File: src/rtl/sta_tile_scheduler.sv
// sta_tile_scheduler
//   Sequences the STA compute pipeline (STA, output coordinator, requant,
//   maxpool) over one conv layer. Output tiles of SA_N x SA_N are walked in
//   raster order. For each tile the scheduler:
//     - strobes load_bias once,
//     - issues k_len operand beats,
//     - strobes done,
//     - waits out a guard window,
//     - waits for the pipeline to report idle,
//     - then advances to the next tile.
//
// Optional feature: define STA_SCHED_PERF_EN to add the perf_tiles and
// perf_stall counters.
//
// Ports
//   clk, reset      clock, asynchronous active-high reset
//   start           1-cycle pulse to begin a layer (ignored while busy)
//   abort           synchronous: drop current layer, return to IDLE
//   out_rows/cols   output feature-map size, latched on start
//   k_len           reduction beats per tile, latched on start
//   stall           pipeline stall, freezes the scheduler
//   sta_ctrl_idle   pipeline idle flag
//   busy            layer in progress
//   layer_done      1-cycle pulse when the last tile has drained
//   pos_row/pos_col base coordinate of the current tile
//   load_bias       bias-load strobe
//   feed_valid      operand beat feed_k must be presented this cycle
//   feed_k          beat index 0..k_len-1
//   done            end-of-tile strobe to the output coordinator
//   perf_tiles      (STA_SCHED_PERF_EN) tiles completed, saturating
//   perf_stall      (STA_SCHED_PERF_EN) stalled busy cycles, saturating
//
// Strobe semantics: load_bias, feed_valid and done are consumed on cycles
// where stall is 0. A stalled cycle leaves every output unchanged, so the
// same strobe/beat is offered again on the next cycle. There is no
// back-pressure other than stall and no ready signal.
module sta_tile_scheduler #(
    parameter int MAX_N      = 64,
    parameter int N_BITS     = $clog2(MAX_N),
    parameter int SA_N       = 4,
    parameter int MAX_K      = 1024,
    parameter int K_BITS     = $clog2(MAX_K + 1),
    parameter int IDLE_GUARD = 4
) (
    input  logic              clk,
    input  logic              reset,
    input  logic              start,
    input  logic              abort,
    input  logic [N_BITS-1:0] out_rows,
    input  logic [N_BITS-1:0] out_cols,
    input  logic [K_BITS-1:0] k_len,
    input  logic              stall,
    input  logic              sta_ctrl_idle,
    output logic              busy,
    output logic              layer_done,
    output logic [N_BITS-1:0] pos_row,
    output logic [N_BITS-1:0] pos_col,
    output logic              load_bias,
    output logic              feed_valid,
    output logic [K_BITS-1:0] feed_k,
`ifdef STA_SCHED_PERF_EN
    output logic [15:0]       perf_tiles,
    output logic [31:0]       perf_stall,
`endif
    output logic              done
);

    localparam int G_BITS = $clog2(IDLE_GUARD + 1);

    typedef enum logic [2:0] {
        S_IDLE, S_BIAS, S_FEED, S_DONE, S_GUARD, S_WAIT_IDLE, S_NEXT
    } state_t;

    // state_q is the FSM state that debug checkers bind to.
    state_t              state_q, state_d;
    logic [N_BITS-1:0]   rows_q, rows_d, cols_q, cols_d;
    logic [K_BITS-1:0]   klen_q, klen_d, k_q, k_d;
    logic [G_BITS-1:0]   guard_q, guard_d;
    logic [N_BITS-1:0]   pos_row_q, pos_row_d, pos_col_q, pos_col_d;
    logic                busy_q, busy_d, layer_done_q, layer_done_d;
    logic                load_bias_q, load_bias_d, feed_valid_q, feed_valid_d;
    logic                done_q, done_d;

    // One extra bit so that coordinate + SA_N never wraps.
    logic [N_BITS:0]     col_ext, row_ext;
    logic                last_beat;
    logic                accept_start;

    assign col_ext      = {1'b0, pos_col_q} + (N_BITS+1)'(SA_N);
    assign row_ext      = {1'b0, pos_row_q} + (N_BITS+1)'(SA_N);
    assign last_beat    = (k_q == klen_q - K_BITS'(1));
    // A start that coincides with layer_done belongs to the finishing layer
    // and is dropped.
    assign accept_start = (state_q == S_IDLE) && start && !layer_done_q && !abort;

    always_comb begin
        state_d      = state_q;
        rows_d       = rows_q;
        cols_d       = cols_q;
        klen_d       = klen_q;
        k_d          = k_q;
        guard_d      = guard_q;
        pos_row_d    = pos_row_q;
        pos_col_d    = pos_col_q;
        layer_done_d = 1'b0;

        if (abort) begin
            // Coordinates are held so software can see where the layer stopped.
            state_d = S_IDLE;
            k_d     = '0;
        end else begin
            case (state_q)
                S_IDLE: begin
                    if (accept_start) begin
                        rows_d    = out_rows;
                        cols_d    = out_cols;
                        klen_d    = k_len;
                        pos_row_d = '0;
                        pos_col_d = '0;
                        if (out_rows == '0 || out_cols == '0 || k_len == '0) begin
                            layer_done_d = 1'b1;
                        end else begin
                            state_d = S_BIAS;
                        end
                    end
                end
                S_BIAS: begin
                    if (!stall) begin
                        state_d = S_FEED;
                        k_d     = '0;
                    end
                end
                S_FEED: begin
                    if (!stall) begin
                        if (last_beat) begin
                            state_d = S_DONE;
                            k_d     = '0;
                        end else begin
                            k_d = k_q + K_BITS'(1);
                        end
                    end
                end
                S_DONE: begin
                    if (!stall) begin
                        state_d = S_GUARD;
                        guard_d = G_BITS'(IDLE_GUARD);
                    end
                end
                S_GUARD: begin
                    // Exactly IDLE_GUARD cycles are spent here.
                    if (!stall) begin
                        if (guard_q <= G_BITS'(1)) begin
                            state_d = S_WAIT_IDLE;
                        end
                        guard_d = (guard_q != '0) ? guard_q - G_BITS'(1) : '0;
                    end
                end
                S_WAIT_IDLE: begin
                    if (sta_ctrl_idle) begin
                        state_d = S_NEXT;
                    end
                end
                S_NEXT: begin
                    if (!stall) begin
                        if (col_ext >= {1'b0, cols_q}) begin
                            if (row_ext >= {1'b0, rows_q}) begin
                                // Last tile: hold pos and finish the layer.
                                state_d      = S_IDLE;
                                layer_done_d = 1'b1;
                            end else begin
                                pos_col_d = '0;
                                pos_row_d = row_ext[N_BITS-1:0];
                                state_d   = S_BIAS;
                            end
                        end else begin
                            pos_col_d = col_ext[N_BITS-1:0];
                            state_d   = S_BIAS;
                        end
                    end
                end
                default: state_d = S_IDLE;
            endcase
        end

        // Outputs are registered copies of the next state. A frozen state
        // therefore keeps them frozen. busy also covers a real layer's
        // layer_done cycle, but not the zero-size pulse issued from IDLE.
        busy_d       = (state_d != S_IDLE) || (layer_done_d && state_q != S_IDLE);
        load_bias_d  = (state_d == S_BIAS);
        feed_valid_d = (state_d == S_FEED);
        done_d       = (state_d == S_DONE);
    end

    always_ff @(posedge clk or posedge reset) begin
        if (reset) begin
            state_q      <= S_IDLE;
            rows_q       <= '0;
            cols_q       <= '0;
            klen_q       <= '0;
            k_q          <= '0;
            guard_q      <= '0;
            pos_row_q    <= '0;
            pos_col_q    <= '0;
            busy_q       <= 1'b0;
            layer_done_q <= 1'b0;
            load_bias_q  <= 1'b0;
            feed_valid_q <= 1'b0;
            done_q       <= 1'b0;
        end else begin
            state_q      <= state_d;
            rows_q       <= rows_d;
            cols_q       <= cols_d;
            klen_q       <= klen_d;
            k_q          <= k_d;
            guard_q      <= guard_d;
            pos_row_q    <= pos_row_d;
            pos_col_q    <= pos_col_d;
            busy_q       <= busy_d;
            layer_done_q <= layer_done_d;
            load_bias_q  <= load_bias_d;
            feed_valid_q <= feed_valid_d;
            done_q       <= done_d;
        end
    end

    assign busy       = busy_q;
    assign layer_done = layer_done_q;
    assign pos_row    = pos_row_q;
    assign pos_col    = pos_col_q;
    assign load_bias  = load_bias_q;
    assign feed_valid = feed_valid_q;
    assign feed_k     = k_q;
    assign done       = done_q;

`ifdef STA_SCHED_PERF_EN
    logic [15:0] perf_tiles_q, perf_tiles_d;
    logic [31:0] perf_stall_q, perf_stall_d;

    always_comb begin
        perf_tiles_d = perf_tiles_q;
        perf_stall_d = perf_stall_q;
        if (accept_start) begin
            perf_tiles_d = '0;
            perf_stall_d = '0;
        end else begin
            // A tile counts as completed when its done strobe is consumed.
            if (state_q == S_DONE && !stall && !abort && !(&perf_tiles_q)) begin
                perf_tiles_d = perf_tiles_q + 16'd1;
            end
            if (stall && busy_q && !(&perf_stall_q)) begin
                perf_stall_d = perf_stall_q + 32'd1;
            end
        end
    end

    always_ff @(posedge clk or posedge reset) begin
        if (reset) begin
            perf_tiles_q <= '0;
            perf_stall_q <= '0;
        end else begin
            perf_tiles_q <= perf_tiles_d;
            perf_stall_q <= perf_stall_d;
        end
    end

    assign perf_tiles = perf_tiles_q;
    assign perf_stall = perf_stall_q;
`endif

endmodule

File: config.mk
export PLATFORM = sky130hd
export DESIGN_NAME = sta_tile_scheduler
export DESIGN_NICKNAME = d
export VERILOG_FILES = /design/src/rtl/sta_tile_scheduler.sv
export SDC_FILE = /design/constraint.sdc
export NUM_CORES = 1
export LEC_CHECK = 0
export CORE_UTILIZATION = 53
export CTS_CLUSTER_DIAMETER = 60
export CTS_CLUSTER_SIZE = 20
export DETAILED_ROUTE_END_ITERATION = 8
export HOLD_SLACK_MARGIN = 0.05
export PLACE_DENSITY = 0.83
export RECOVER_POWER = 50
export REMOVE_ABC_BUFFERS = 1
export SYNTH_ARGS = -nofsm -noshare
export SYNTH_HDL_FRONTEND = slang
export SYNTH_SLANG_ARGS = --single-unit
File: constraint.sdc
create_clock -name clk -period 3.2 [get_ports clk]
set_clock_uncertainty 0.05 [all_clocks]
set_input_delay 0.64 -clock clk [delete_from_list [all_inputs] [get_ports clk]]
set_output_delay 0.64 -clock clk [all_outputs]
set_load 0.01 [all_outputs]
Yosys cells after proc, flatten, opt, wreduce, memory -nomap -nowiden
Cells that the tools add are included.

word-level totals
  bits of input ports = 29
  register bits after elaboration = 57
  logic and storage cells = 104

operators by class
  bitwise logic cells = 1
  magnitude comparators = 3
  add/sub/neg operators = 5
  reduce and logical (&&, ||, !) cells = 24
  equal/unequal tests = 19
  multiplexer cells = 39

operators by type and width
  kind                                                count
  two-way mux 3 bit                                   15
  two-way mux 11 bit                                  4
  two-way mux 6 bit                                   7
  one-hot mux 6 bit (2 select lines)                  2
  one-hot mux 11 bit (2 select lines)                 1
  one-hot mux 3 bit (7 select lines)                  1
  adder 6 x 3 -> 7 bit, second input constant         2
  >= comparator 7 x 6 -> 1 bit                        2
  == test 3 x 2 -> 1 bit, second input constant       4
  zero test 6 bit                                     2
  inequality test 2 bit, second input constant        6
  nonzero test 3 bit                                  4
  adder 11 x 1 -> 11 bit, second input constant       1
  == test 11 bit                                      1
  zero test 11 bit                                    1
  subtractor 11 x 1 -> 11 bit, second input constant  1
  == test 3 bit, second input constant                3
  inequality test 3 bit, second input constant        3
  two-way mux 1 bit                                   7
  == test 3 x 1 -> 1 bit, second input constant       2
  one-hot mux 3 bit (2 select lines)                  1
  AND reduction 3 bit                                 2
  AND reduction 6 bit                                 1
  AND reduction 5 bit                                 1
  other kinds (10)                                    17

Logic depth before layout (Yosys ltp)
Gate-level depths: netlist of run 1.

  depth after elaboration = 9
  gate-level depth with buffers = 9

Least setup slack after synthesis of run 1
No wires, ideal clock.

  path kind = register -> register
  from = register pos_col_q[2] (netlist: pos_col[2])
  to = register pos_row_q[2] (netlist: pos_row[2])
  setup time = 0.125 ns
  cell stages (with the launch flop) = 10
  setup slack = 0.793 ns
  arrival = 2.232 ns
  path buffers = 0
  period minus slack after synthesis = 2.407 ns
  cells stage by stage = dfrtp_1 ha_1 xor2_1 ha_1 nand2_1 a21oi_1 or2_2 nand3_1 a21oi_1 mux2_2

on the way
  cells in the longest elaborated chain, start to end = 4

RTL lines
  what                             line  text
  start: declaration               79    logic [N_BITS-1:0] pos_row_q, pos_row_d, pos_col_q, pos_col_d;
  start signal: assignment         217   pos_col_q <= pos_col_d;
  adder 6 x 3 -> 7 bit             89    assign col_ext = {1'b0, pos_col_q} + (N_BITS+1)'(SA_N);
  >= comparator 7 x 6 -> 1 bit     165   if (col_ext >= {1'b0, cols_q}) begin
  inequality test 2 bit (no line)  n/a
  AND reduction 6 bit (no line)    n/a
  end signal: assignment           216   pos_row_q <= pos_row_d;
  end: declaration                 79

Every way passes these cells.
A chain may end at the register's enable or synchronous reset.

Final worst setup path of run 1
Same ends and word-level chain as after synthesis.

==> results of run 1 <==
## power by group
| group | leakage, nW | switching [mW] | internal (mW) |
|---|---|---|---|
| Sequential | 0.682 | 0.0763 | 0.735 |
| Clock | 0.0549 | 0.224 | 0.200 |
| Combinational | 1.04 | 0.166 | 0.185 |
| Total | 1.78 | 0.467 | 1.12 |
## critical path, cell delays in order (launching register included)
cell	delay, ns
dfrtp_1	0.45
ha_1	0.27
xor2_1	0.18
ha_1	0.28
nand2_1	0.06
a21oi_1	0.20
or2_2	0.17
nand3_1	0.10
a21oi_1	0.42
mux2_2	0.39
## final timing paths
path                       startpoint          to  slack, ns
setup reg to reg           pos_col[2]  pos_row[2]       0.52
min in group asynchronous       reset   feed_k[1]       1.02
hold reg to reg             cols_q[5]   cols_q[5]       0.46
max in group asynchronous       reset   klen_q[0]       0.94
setup / recovery           pos_col[2]  pos_row[2]       0.52
hold / removal              cols_q[5]   cols_q[5]       0.46
## cell type report
| cell class | instances | share of cell area (%) |
|---|---|---|
| multi-input cells | 252 | 45.6 |
| flip-flops and latches | 53 | 33.3 |
| repair buffers | 57 | 13.8 |
| clock buffers | 7 | 2.42 |
| inverters | 25 | 2.35 |
| well taps | 75 | 2.35 |
| clock inverters | 1 | 0.220 |
## logic make-up (layout without fill, tap and decap cells)
| family | Yosys count | after routing | synth area share, % |
|---|---|---|---|
| muxes | 26 | 26 | 8.76 |
| and+or+nand+nor | 109 | 109 | 17.6 |
| AOI/OAI and AO/OA | 72 | 72 | 15.6 |
| xor gates and xnor gates | 27 | 27 | 7.14 |
| DFF | 53 | 53 | 40.0 |
| other | 1 | 4 | 0.113 |
| adders and majority gates | 14 | 14 | 5.29 |
| buffers and inverters | 42 | 90 | 5.40 |
## placed cells by master (no fill, tap or decap), types with 14 or more instances in the layout
cell type	n
clkdlybuf4s50_1	43
nor2_1	19
a21oi_1	19
nand3_1	19
ha_1	14
xor2_1	17
dfrtp_1	53
inv_1	25
mux2_2	24
nand2_1	27
## stage by stage
step	setup slack, ns	area, um^2	hold WS [ns]
2_1_floorplan	0.476	3240	0.418
3_3_place_gp	0.408	3890	0.439
3_5_place_dp	0.318	3890	0.444
4_1_cts	0.571	4000	0.466
5_1_grt	0.318	3990	0.480
6_report	0.521	3990	0.463
## routing by layer
| layer | track usage, % | vias up | routed length, um |
|---|---|---|---|
| li1 | - | 1324 | - |
| met1 | 31.7 | 1330 | 3060 |
| met2 | 38.7 | 62 | 3490 |
| met3 | 4.27 | 9 | 275 |
| met4 | 6.25 | 0 | 74 |
| met5 | 0 | - | 0 |
## registers in the layout, summed over array words and instances, names as in the netlist, 3 cells and up
register,cells
pos_col,4
state_q,3
klen_q,11
feed_k,11
rows_q,6
guard_q,3
pos_row,4
cols_q,6
==> run metrics, run 1 <==
Max Cap Violations 0; Seq cells post-synth 53; PostCTS Resize Cnt 0; Root Buffer clkbuf_8; hold path depth 1; Total Die Area 6570 um^2; DP HPWL 5310 um; post-synth cell types a little under 60; syn avg cell area 9.63 um^2; PD cells about 400 nW/um^2; critical setup path kind reg2reg; Leak Pwr between 1.5 and 2 nW; first-pass GRT wire length 12000 um; top cells by count, synth dfrtp_1, nand2_1, inv_1; Syn Inst Count 344; setup_tns 0 ns; Hold Path Class reg2reg; Critical Path Fanout Max 6; Sequential Area between 1000 and 1500 um^2; Post-CTS Setup Repair Bufs 0; crit path time final 2.68 ns; Multi-input gate area about 1800 um^2; clock slew at reported path FFs 0.10 ns; # diodes 0; # rows 28; synth warn 0; Total Wirelength about 6900 um; vias in the first global route 2552; ys flop type dfrtp_1; unrepaired setup endpoints after global routing no; Worst IR Drop VDD 0.259 mV; Slew Limit Fails 0; R2R cell count 9; CP Launch Type flop; number of synthesized flops with an enable pin 0; largest net degree at the start of global routing 33; FILL cells 465; placed cells 462; Core Area 5990 um^2; sinks on the clock net 53; via count 2725; DRT Pass-1 Iters 4; fin crit share 83.7%; FFs w/ async S/R, synth 100%; number of remaining DRC errors 0; Nets 437; H-Tree Depth 2; Highest Clock Rate between 300 and 400 MHz; die width a little over 80 um; Routed Antenna Nets 0; TritonCTS Buffers 5; grt total ovfl 0; cell with the most instances after synthesis dfrtp_1; Tot GR Track Use 23.5%; WP data arrival 2.83 ns; Die H between 80 and 90 um; Fin. Hold Viols 0; number of vias per cell between 5 and 6; I/O Pins between 50 and 60; Max-Slew Margin vs Limit roughly 22%; CTS max path bufs 2; worst slew pin tran 1.17 ns; RePlAce Congestion 0.811; post-cts hold buffer count 0; routed len/inst between 10 and 15 um; CTS tree built; area share of the largest cell type after synthesis 40.0%; sequential-to-total area share from yosys stat between 40% and 50%; top post-synthesis cells by area dfrtp_1, mux2_2, ha_1; setup violators final 0; initial core utilization 55.3%; initial antenna violation count 0; Initial DRC Count 233; Buffers on Ports 52; post-layout util 66.6%; Area growth, synth to finish 20.4%; Critical Path End Type flop; Pwr Total 1.59 mW; worst skew pair latency 0.31 ns; status finished clean; non-filler cells, final 470; critical path required time approximately 3.4 ns; layout cell share with drive strength beyond 1 11.4%; Synth Cell Area 3310 um^2; largest area contributor in the netlist dfrtp_1
Power figures use the tool's default switching activity.
==> inputs of run 2 (changes only) <==
- clock period: 3.2 -> 2.5 ns (I/O delays scaled with it)
==> run 2 against run 1 <==
  * Via count grew 2.9%
  * Maximum frequency grew 12%
  * Wire length grew 7.3%
  * Critical path type unchanged
  * Worst setup slack lost 0.42 ns
  * Critical path depth is the same
==> run metrics, run 2 (synthesized netlist as in run 1, its figures left out) <==
fin crit share 96.0% (+12 points); sinks on the clock net 53 (unchanged); H-Tree Depth 2 (unchanged); max incr delay on CP 0.44 ns (about the same); CP Launch Type flop; Core Area 5990 um^2 (unchanged); grt total ovfl 0 (unchanged); most common cell after layout, fill and taps aside dfrtp_1; CP Cell Sequence inv_2 -> ha_4 -> buf_4 -> o21ba_1 -> a221oi_1 -> a41oi_1 -> nor3_1 -> or3b_4 -> and4_1; Buffers on Ports 52 (unchanged); setup violators final 0 (unchanged); setup slack after layout 0.101 ns (-0.420 ns); Root Buffer clkbuf_8; delay-heaviest family, CP simple AND/OR/NAND/NOR gates; first-pass GRT wire length 12500 um (+4.2%); post-cts hold buffer count 0 (unchanged); initial antenna violation count 0 (unchanged); Max Cap Violations 0 (unchanged); Pwr Total 2.03 mW (+28%); Initial DRC Count 103 (-56%); Critical Path Fanout Max 4 (-2); TritonCTS Buffers 5 (unchanged); Routed Antenna Nets 0 (unchanged); post-layout util 69.7% (+3.1 points); Die H 81.1 um (unchanged); # diodes 0 (unchanged); Critical Path End Type flop; DRT Pass-1 Iters 4 (unchanged); via count 2803 (+2.9%); Place WS -0.0463 ns (-0.364 ns); placed cells 481 (+4.1%); Tot GR Track Use 24.5% (+1.0 points); largest net degree at the start of global routing 31 (-6.1%); layout cell share with drive strength beyond 1 18.2% (+6.8 points); Max-Slew Margin vs Limit 26.4% (+4.7 points); Total Die Area 6570 um^2 (unchanged); vias in the first global route 2732 (+7.1%); CTS max path bufs 2 (unchanged); worst skew pair latency 0.30 ns (about the same); Buf/Inv on CP 2 (+2); setup_tns 0 ns (unchanged); worst slew pin tran 1.10 ns (-0.0706 ns); number of remaining DRC errors 0 (unchanged); clock slew at reported path FFs 0.10 ns (about the same); routed len/inst 15.0 um (+2.3%); status finished clean; Area growth, synth to finish 26.0%; I/O Pins 57 (unchanged); number of vias per cell 5.69 (-1.9%); DP HPWL 5680 um (+6.9%); crit path time final 2.40 ns (-0.280 ns); CP max-delay cell or3b_4; PD cells 486 nW/um^2 (+22%); Hold Path Class reg2reg; Leak Pwr 1.89 nW (+6.5%); # rows 28 (unchanged); Worst IR Drop VDD 0.373 mV (+44%); RePlAce Congestion 0.843 (+3.9%); initial core utilization 55.3% (unchanged); Highest Clock Rate 417 MHz (+12%); leading cell types in the layout, fill and taps excluded dfrtp_1, clkdlybuf4s50_1, nand2_1, buf_4, mux2_2; Slew Limit Fails 0 (unchanged); Total Wirelength 7410 um (+7.3%); non-filler cells, final 493 (+4.9%); CTS tree built; critical path required time 2.65 ns (-0.70 ns); die width 81.1 um (unchanged); WP data arrival 2.55 ns (-0.28 ns); critical setup path kind reg2reg; Nets 460 (+5.3%); Fin. Hold Viols 0 (unchanged)
## run 2: cell type report
cell class	instances	area, um^2
Multi-Input combinational cell	252	1850
Fill cell	444	1820
Sequential cell	53	1330
Timing Repair Buffer	80	721
Inverter	25	93.8
Tap cell	75	93.8
Clock buffer	5	68.8
Clock inverter	3	17.5
## run 2: final timing paths
kind	from	endpoint	slack, ns	cells after the start
setup / recovery	klen_q[1]	feed_valid	0.10	9
hold / removal	rows_q[4]	rows_q[4]	0.46	1
setup reg to reg	klen_q[1]	feed_valid	0.10	9
hold reg to reg	rows_q[4]	rows_q[4]	0.46	1
max in group asynchronous	reset	pos_col[2]	0.45	3
min in group asynchronous	reset	feed_valid	0.86	2
## run 2: power breakdown
group          switching (mW)  internal (mW)  leakage [nW]
sequential             0.0765          0.941         0.680
combinational           0.256          0.281          1.17
clock                   0.279          0.194        0.0439
## run 2: routing by layer
layer	wire, um	global-route usage, %
met5	0	0
met4	159	8.04
met3	266	3.93
met2	3740	43.4
met1	3240	30.3
## run 2: timing repair
| item | 4_1_cts | 5_1_grt |
|---|---|---|
| setup buffers | 0 | 4 |
| setup endpoints to repair | 0 | 11 |
| resized for setup | 0 | 9 |
## run 2: metrics by stage
step	cell area, um^2	hold slack (ns)
6_report	4170	0.461
2_1_floorplan	3240	0.418
4_1_cts	4120	0.468
3_3_place_gp	4030	0.436
3_5_place_dp	4030	0.445
5_1_grt	4170	0.488
==> edit 1 (flow settings as in run 2) <==
Build with the macro `STA_SCHED_PERF_EN` defined.
--- a/src/rtl/sta_tile_scheduler.sv
+++ b/src/rtl/sta_tile_scheduler.sv
@@ -34,6 +34,8 @@
 // where stall is 0. A stalled cycle leaves every output unchanged, so the
 // same strobe/beat is offered again on the next cycle. There is no
 // back-pressure other than stall and no ready signal.
+`define STA_SCHED_PERF_EN
+
 module sta_tile_scheduler #(
     parameter int MAX_N      = 64,
     parameter int N_BITS     = $clog2(MAX_N),
Function (old outputs only; new: perf_stall and perf_tiles): kept (Yosys induction, for registers that start in step).
==> edit 1 against run 2 <==
  * The run now ends with negative setup slack left
  * Area after synthesis increased by 72%
  * Highest routed layer unchanged
  * Setup slack got worse by 0.19 ns
  * Final area increased by 87%
  * Total power increased by 94%
  * Wire length increased by 100%
  * Count of clock-buffer cells in the layout increased by 6
  * Via count increased by 86%
  * Worst hold slack got worse by 0.063 ns
  * Sequential cell count increased by 48
  * Largest cell class unchanged
==> edit 1: results (changes against run 2) <==
- Yosys Warn Count: 0 (unchanged)
- Final Non-Filler Cells: 910 (+85%)
- Critical path arrival: 2.82 ns (+0.27 ns)
- Worst slew margin: 0.184 (-0.0801)
- Layout cell share with drive strength beyond 1: 0.195 (+0.0133)
- Status: finished, violations left
- R2R Setup Slk: -0.09 ns (-0.19 ns)
- Final setup fails: 4 (+4)
- Post-DP Area: 7290 µm² (+81%)
- XOR/XNOR Fraction of Synth Area: 0.102 (+0.0303)
- Antenna Cells: 0 (unchanged)
- Compound-Gate Fraction of Synth Area: 0.101 (-0.0548)
- Root buf cell: clkbuf_8
- Fin worst setup slack: -0.0898 ns (-0.191 ns)
- Initial antenna violation count: 0 (unchanged)
- CP Max Fanout: 4 (unchanged)
- First DRT Iteration DRCs: 250 (+140%)
- Post-synth top cells: dfrtp_1 (101), nor2_1 (79), nand2_1 (57)
- Max Root-Sink Buffers: 2 (unchanged)
- Setup TNS: -0.293 ns (-0.293 ns)
- Register area share after synthesis: 0.445 (+0.0441)
- PortBufs: 100 (+92%)
- Routed vias/inst: 5.73 (+0.81%)
- H-tree lvl count: 3 (+1)
- Post-DP HPWL: 10400 µm (+82%)
- Layout net count: 815 (+77%)
- Async SR Flop Fraction: 1.00 (unchanged)
- Pre-CTS worst setup slack: -0.476 ns (-0.430 ns)
- First-pass GRT wire length: 24600 µm (+97%)
- Global-route usage over all layers: 0.277 (+0.0313)
- Failing checks: negative setup slack
- Fillers: 720 (+62%)
- Clock-pin slew on the worst setup and hold paths: 0.10 ns (about the same)
- Area contributors post-synth: dfrtp_1 (44%), xor2_1 (5.2%), nor2_1 (5.2%)
- Post-synthesis mux area share: 0.0328 (-0.0549)
- CTS buffer count: 9 (+4)
- Post-synth cell types: 62 (+6.9%)
- Static Leak: 3.51 nW (+85%)
- Min-Delay Path Class: input pin to flop
- RePlAce Congestion: 0.901 (+6.9%)
- Post-synthesis adder-cell area fraction: 0.0370 (-0.0159)
- Mean area per synthesized cell: 9.37 µm² (-2.7%)
- Largest net degree at the start of global routing: 39 (+26%)
- Max reg flops: 32
- Routed wire per std cell: 16.5 µm (+10%)
- Final hold slack: 0.398 ns (-0.0628 ns)
- Clock Latency Late Sink: 0.37 ns (+0.07 ns)
- Max VDD drop: 0.387 mV (+3.8%)
- Dpl cells: 888 (+85%)
- First-pass detailed-route iteration total: 4 (unchanged)
- Vias in the first global route: 5237 (+92%)
## edit 1: cell count changes after synthesis, moves of 8 or more
cell and change:
nand3_1 +8, nor3_1 +16, clkbuf_1 +10, xor2_1 +17, nor2_1 +60, nand2_1 +30
mux2_2 -11, o21ai_0 +9, dfrtp_1 +48, nand4_1 +12, xnor2_1 +22
## edit 1: where the power goes
part | total (mW) | leakage, nW | internal, mW | switching [mW]
clock | 1.35 | 0.130 | 0.789 | 0.559
combinational | 0.749 | 2.02 | 0.361 | 0.388
sequential | 1.83 | 1.36 | 1.73 | 0.0952
total | 3.92 | 3.51 | 2.88 | 1.04
## edit 1: area by class of cell
type | instances | area [µm²] | area share
multi-input combinational | 458 | 3160 | 0.405
sequential | 101 | 2530 | 0.324
timing repair buffer | 179 | 1600 | 0.205
tap | 136 | 170 | 0.0218
clock buffer | 11 | 141 | 0.0181
clock inverter | 4 | 120 | 0.0154
inverter | 21 | 80.1 | 0.0103
## edit 1: layer usage
| metal | share of wire | GRT usage | vias to the layer above |
|---|---|---|---|
| met5 | 0 | 0 | - |
| met1 | 0.41 | 0.352 | 2557 |
| met2 | 0.51 | 0.475 | 195 |
| met4 | 0.024 | 0.106 | 0 |
| met3 | 0.055 | 0.0445 | 37 |
| li1 | - | - | 2427 |
## edit 1: worst paths after layout
path,from,endpoint,cells after the start
worst max-delay path,pos_col[3]$_DFFE_PP0P_,feed_valid$_DFF_PP0_,11
worst max register to register,pos_col[3]$_DFFE_PP0P_,feed_valid$_DFF_PP0_,11
worst min register to register,guard_q[0]$_DFFE_PP0P_,guard_q[0]$_DFFE_PP0P_,1
max in group asynchronous,reset,perf_stall[19]$_DFFE_PP0P_,3
min in group asynchronous,reset,perf_stall[7]$_DFFE_PP0P_,2
worst min-delay path,k_len[10],klen_q[10]$_DFFE_PP0P_,2
## edit 1: repair_timing
item / 4_1_cts / 5_1_grt
gates cloned: 0 / 0
endpoints found under the setup margin: 13 / 16
pin swaps: 3 / 16
gates resized for setup: 13 / 34
buffers inserted: 4 / 3
## edit 1: cell families (layout without fill, tap and decap cells)
logic type | after synthesis | after routing
muxes | 17 | 17
DFF | 101 | 101
AOI/OAI and AO/OA | 83 | 83
xor gates and xnor gates | 66 | 66
adders and majority gates | 17 | 17
and+or+nand+nor | 271 | 271
other | 1 | 4
buffers and inverters | 51 | 215
## edit 1: worst max-delay path: stages (launching register included)
cell	delay [ns]
dfrtp_1	0.46
ha_4	0.17
nand2b_1	0.13
nand2_1	0.10
ha_1	0.33
nand2_2	0.08
a21oi_4	0.17
o22ai_4	0.09
a221o_1	0.33
a31o_2	0.25
buf_6	0.12
nor4_4	0.20
==> edit 2 (config.mk and constraints of run 2) <==
Made on the original files. Take the reset off `k_q` and load it in a clocked block of its own.
--- a/src/rtl/sta_tile_scheduler.sv
+++ b/src/rtl/sta_tile_scheduler.sv
@@ -197,7 +197,6 @@
             rows_q       <= '0;
             cols_q       <= '0;
             klen_q       <= '0;
-            k_q          <= '0;
             guard_q      <= '0;
             pos_row_q    <= '0;
             pos_col_q    <= '0;
@@ -211,7 +210,6 @@
             rows_q       <= rows_d;
             cols_q       <= cols_d;
             klen_q       <= klen_d;
-            k_q          <= k_d;
             guard_q      <= guard_d;
             pos_row_q    <= pos_row_d;
             pos_col_q    <= pos_col_d;
@@ -223,6 +221,10 @@
         end
     end
 
+    always_ff @(posedge clk) begin
+        k_q <= k_d;
+    end
+
     assign busy       = busy_q;
     assign layer_done = layer_done_q;
     assign pos_row    = pos_row_q;
Function: differs if reset is asserted again (counterexample within 4 cycles, from zero or initial values and one cycle with reset high); with reset held inactive, the same outputs for 10 cycles.
==> edit 2 against run 2 <==
  * The flow now finishes with violations (negative setup slack)
  * Wire length grew 3.8%
  * Setup slack lost 0.17 ns
  * Fmax fell by 6.5%
  * Non-clock buffer count up 10
  * Total power is 2.5% higher
  * Clock power is 3% higher
  * Final area is 2.4% higher
  * Area after synthesis is 3.4% lower
  * Global-route usage is 1.1 points higher
  * Die area fell by 3.4%
  * Sequential cell count is the same
==> edit 2: results (changes against run 2) <==
- Max incr delay on CP: 0.58 ns (+0.14 ns)
- Status: finished, violations left
- First-pass detailed-route iteration total: 4 (unchanged)
- Post-DP HPWL: 5470 µm (-3.7%)
- Largest net degree at the start of global routing: 43 (+39%)
- Hold_sp: rows_q[0]$_DFFE_PP0P_
- Fin worst setup slack: -0.0660 ns (-0.167 ns)
- Post-synth cell types: 55 (-5.2%)
- Failing checks: negative setup slack
- Mean area per synthesized cell: 9.60 µm² (-0.25%)
- CP Max Fanout: 5 (+1)
- First DRT Iteration DRCs: 192 (+86%)
- Slew Viols, Final: 0 (unchanged)
- Crit-path slowest cell: or4_4
- Clock Latency Late Sink: ~0.31 ns
- Critical path arrival: 2.72 ns (+0.17 ns)
- RePlAce Congestion: 0.866 (+2.8%)
- Register area share after synthesis: 0.397 (-0.00296)
- Post-synth top cells: dfrtp_1 (42), mux2_2 (25), nor2_1 (24)
- H-tree lvl count: 2 (unchanged)
- Area contributors post-synth: dfrtp_1 (33%), mux2_2 (8.8%), dfxtp_1 (6.9%)
- Pre-CTS worst setup slack: -0.424 ns (-0.378 ns)
- Yosys Warn Count: 0 (unchanged)
- Post-synth EDFFs: 0 (unchanged)
- Final setup fails: 10 (+10)
- Worst r2r dst: feed_k[5]$_SDFFE_PP0P_
- Min-Delay Path Class: flop to flop
- Worst r2r path cells: 7 (-2)
- NetSw: 0.636 mW (+4.0%)
- Layout net count: 459 (-0.22%)
- Slew at the pin closest to its max-slew limit: 1.05 ns (-0.0525 ns)
- Via Count: 2762 (-1.5%)
- Layout cell share with drive strength beyond 1: 0.245 (+0.0628)
- CTS buffer count: 5 (unchanged)
- First-pass GRT wire length: 12600 µm (+0.61%)
- Hold depth: 1 (unchanged)
- Final hold slack: 0.462 ns (+0.000496 ns)
- Max VDD drop: 0.314 mV (-16%)
- Main flop type after synthesis: dfrtp_1
- Post-DP Area: 4010 µm² (-0.56%)
- Static Leak: 1.87 nW (-1.5%)
- Final Non-Filler Cells: 489 (-0.81%)
- Routed wire per std cell: 15.7 µm (+4.6%)
- Crit path from: klen_q[1]$_DFFE_PP0P_
- Setup TNS: -0.447 ns (-0.447 ns)
- Crit path max-delay family: simple AND/OR/NAND/NOR gates
- Worst Hold End: rows_q[0]$_DFFE_PP0P_
- Clock-pin slew on the worst setup and hold paths: 0.10 ns (about the same)
- Dpl cells: 479 (-0.42%)
- Global-route usage over all layers: 0.257 (+0.0111)
- Async SR Flop Fraction: 0.792 (-0.208)
- Max Root-Sink Buffers: 2 (unchanged)
- PortBufs: 52 (unchanged)
- Antenna Cells: 0 (unchanged)
## edit 2: repair_timing
item | 4_1_cts | 5_1_grt
cloned | 0 | 1
pin swaps | 1 | 8
setup endpoints to repair | 16 | 23
gates resized for setup | 10 | 28
setup buffers | 0 | 1
## edit 2: cells by family (layout without fill, tap and decap cells)
logic type | Yosys count | count (layout) | share of synthesized area
xor gates and xnor gates | 27 | 27 | 0.0739
and+or+nand+nor | 114 | 114 | 0.194
DFF | 53 | 53 | 0.397
other | 1 | 4 | 0.00117
AOI/OAI and AO/OA | 51 | 51 | 0.112
muxes | 33 | 33 | 0.113
buffers and inverters | 39 | 120 | 0.0509
adders and majority gates | 15 | 15 | 0.0579
## edit 2: worst max-delay path by stage
stage	endpoint	slack, ns	cells after the start
finish	feed_k[5]$_SDFFE_PP0P_	-0.07	7
global route	feed_k[5]$_SDFFE_PP0P_	-0.10	7
CTS	feed_k[3]$_SDFFE_PP0P_	0.001	7
detailed placement	busy$_DFF_PP0_	-0.42	7
global placement	busy$_DFF_PP0_	-0.37	7
floorplan	pos_row[2]$_DFFE_PP0P_	-0.14	4
## edit 2: area by class of cell
class	count	area (µm²)
fill	414	1400
clock inverter	1	5.00
clock buffer	7	76.3
inverter	22	82.6
multi-input combinational	244	1950
timing repair buffer	90	803
sequential	53	1270
tap	72	90.1
## edit 2: power by group through the flow
stage	clock network [mW]	registers (mW)	logic, mW
floorplan	0	1.02	0.310
global placement	0	1.03	0.489
detailed placement	0	1.03	0.512
CTS	0.488	1.01	0.533
global route	0.529	1.03	0.627
finish	0.488	1.02	0.573
## edit 2: per-layer routing
| layer | wire [µm] | global-route usage | up-vias |
|---|---|---|---|
| met3 | 294 | 0.0469 | 14 |
| met5 | 0 | 0 | - |
| met2 | 3880 | 0.444 | 77 |
| met4 | 133 | 0.0927 | 0 |
| met1 | 3380 | 0.318 | 1330 |
| li1 | - | - | 1341 |
## edit 2: per-stage QoR
| stage | utilization | power [mW] |
|---|---|---|
| after floorplan | - | 1.33 |
| after global placement | 0.707 | 1.51 |
| after detailed placement | 0.707 | 1.54 |
| after CTS | 0.728 | 2.03 |
| after global routing | 0.753 | 2.18 |
| final | 0.753 | 2.08 |
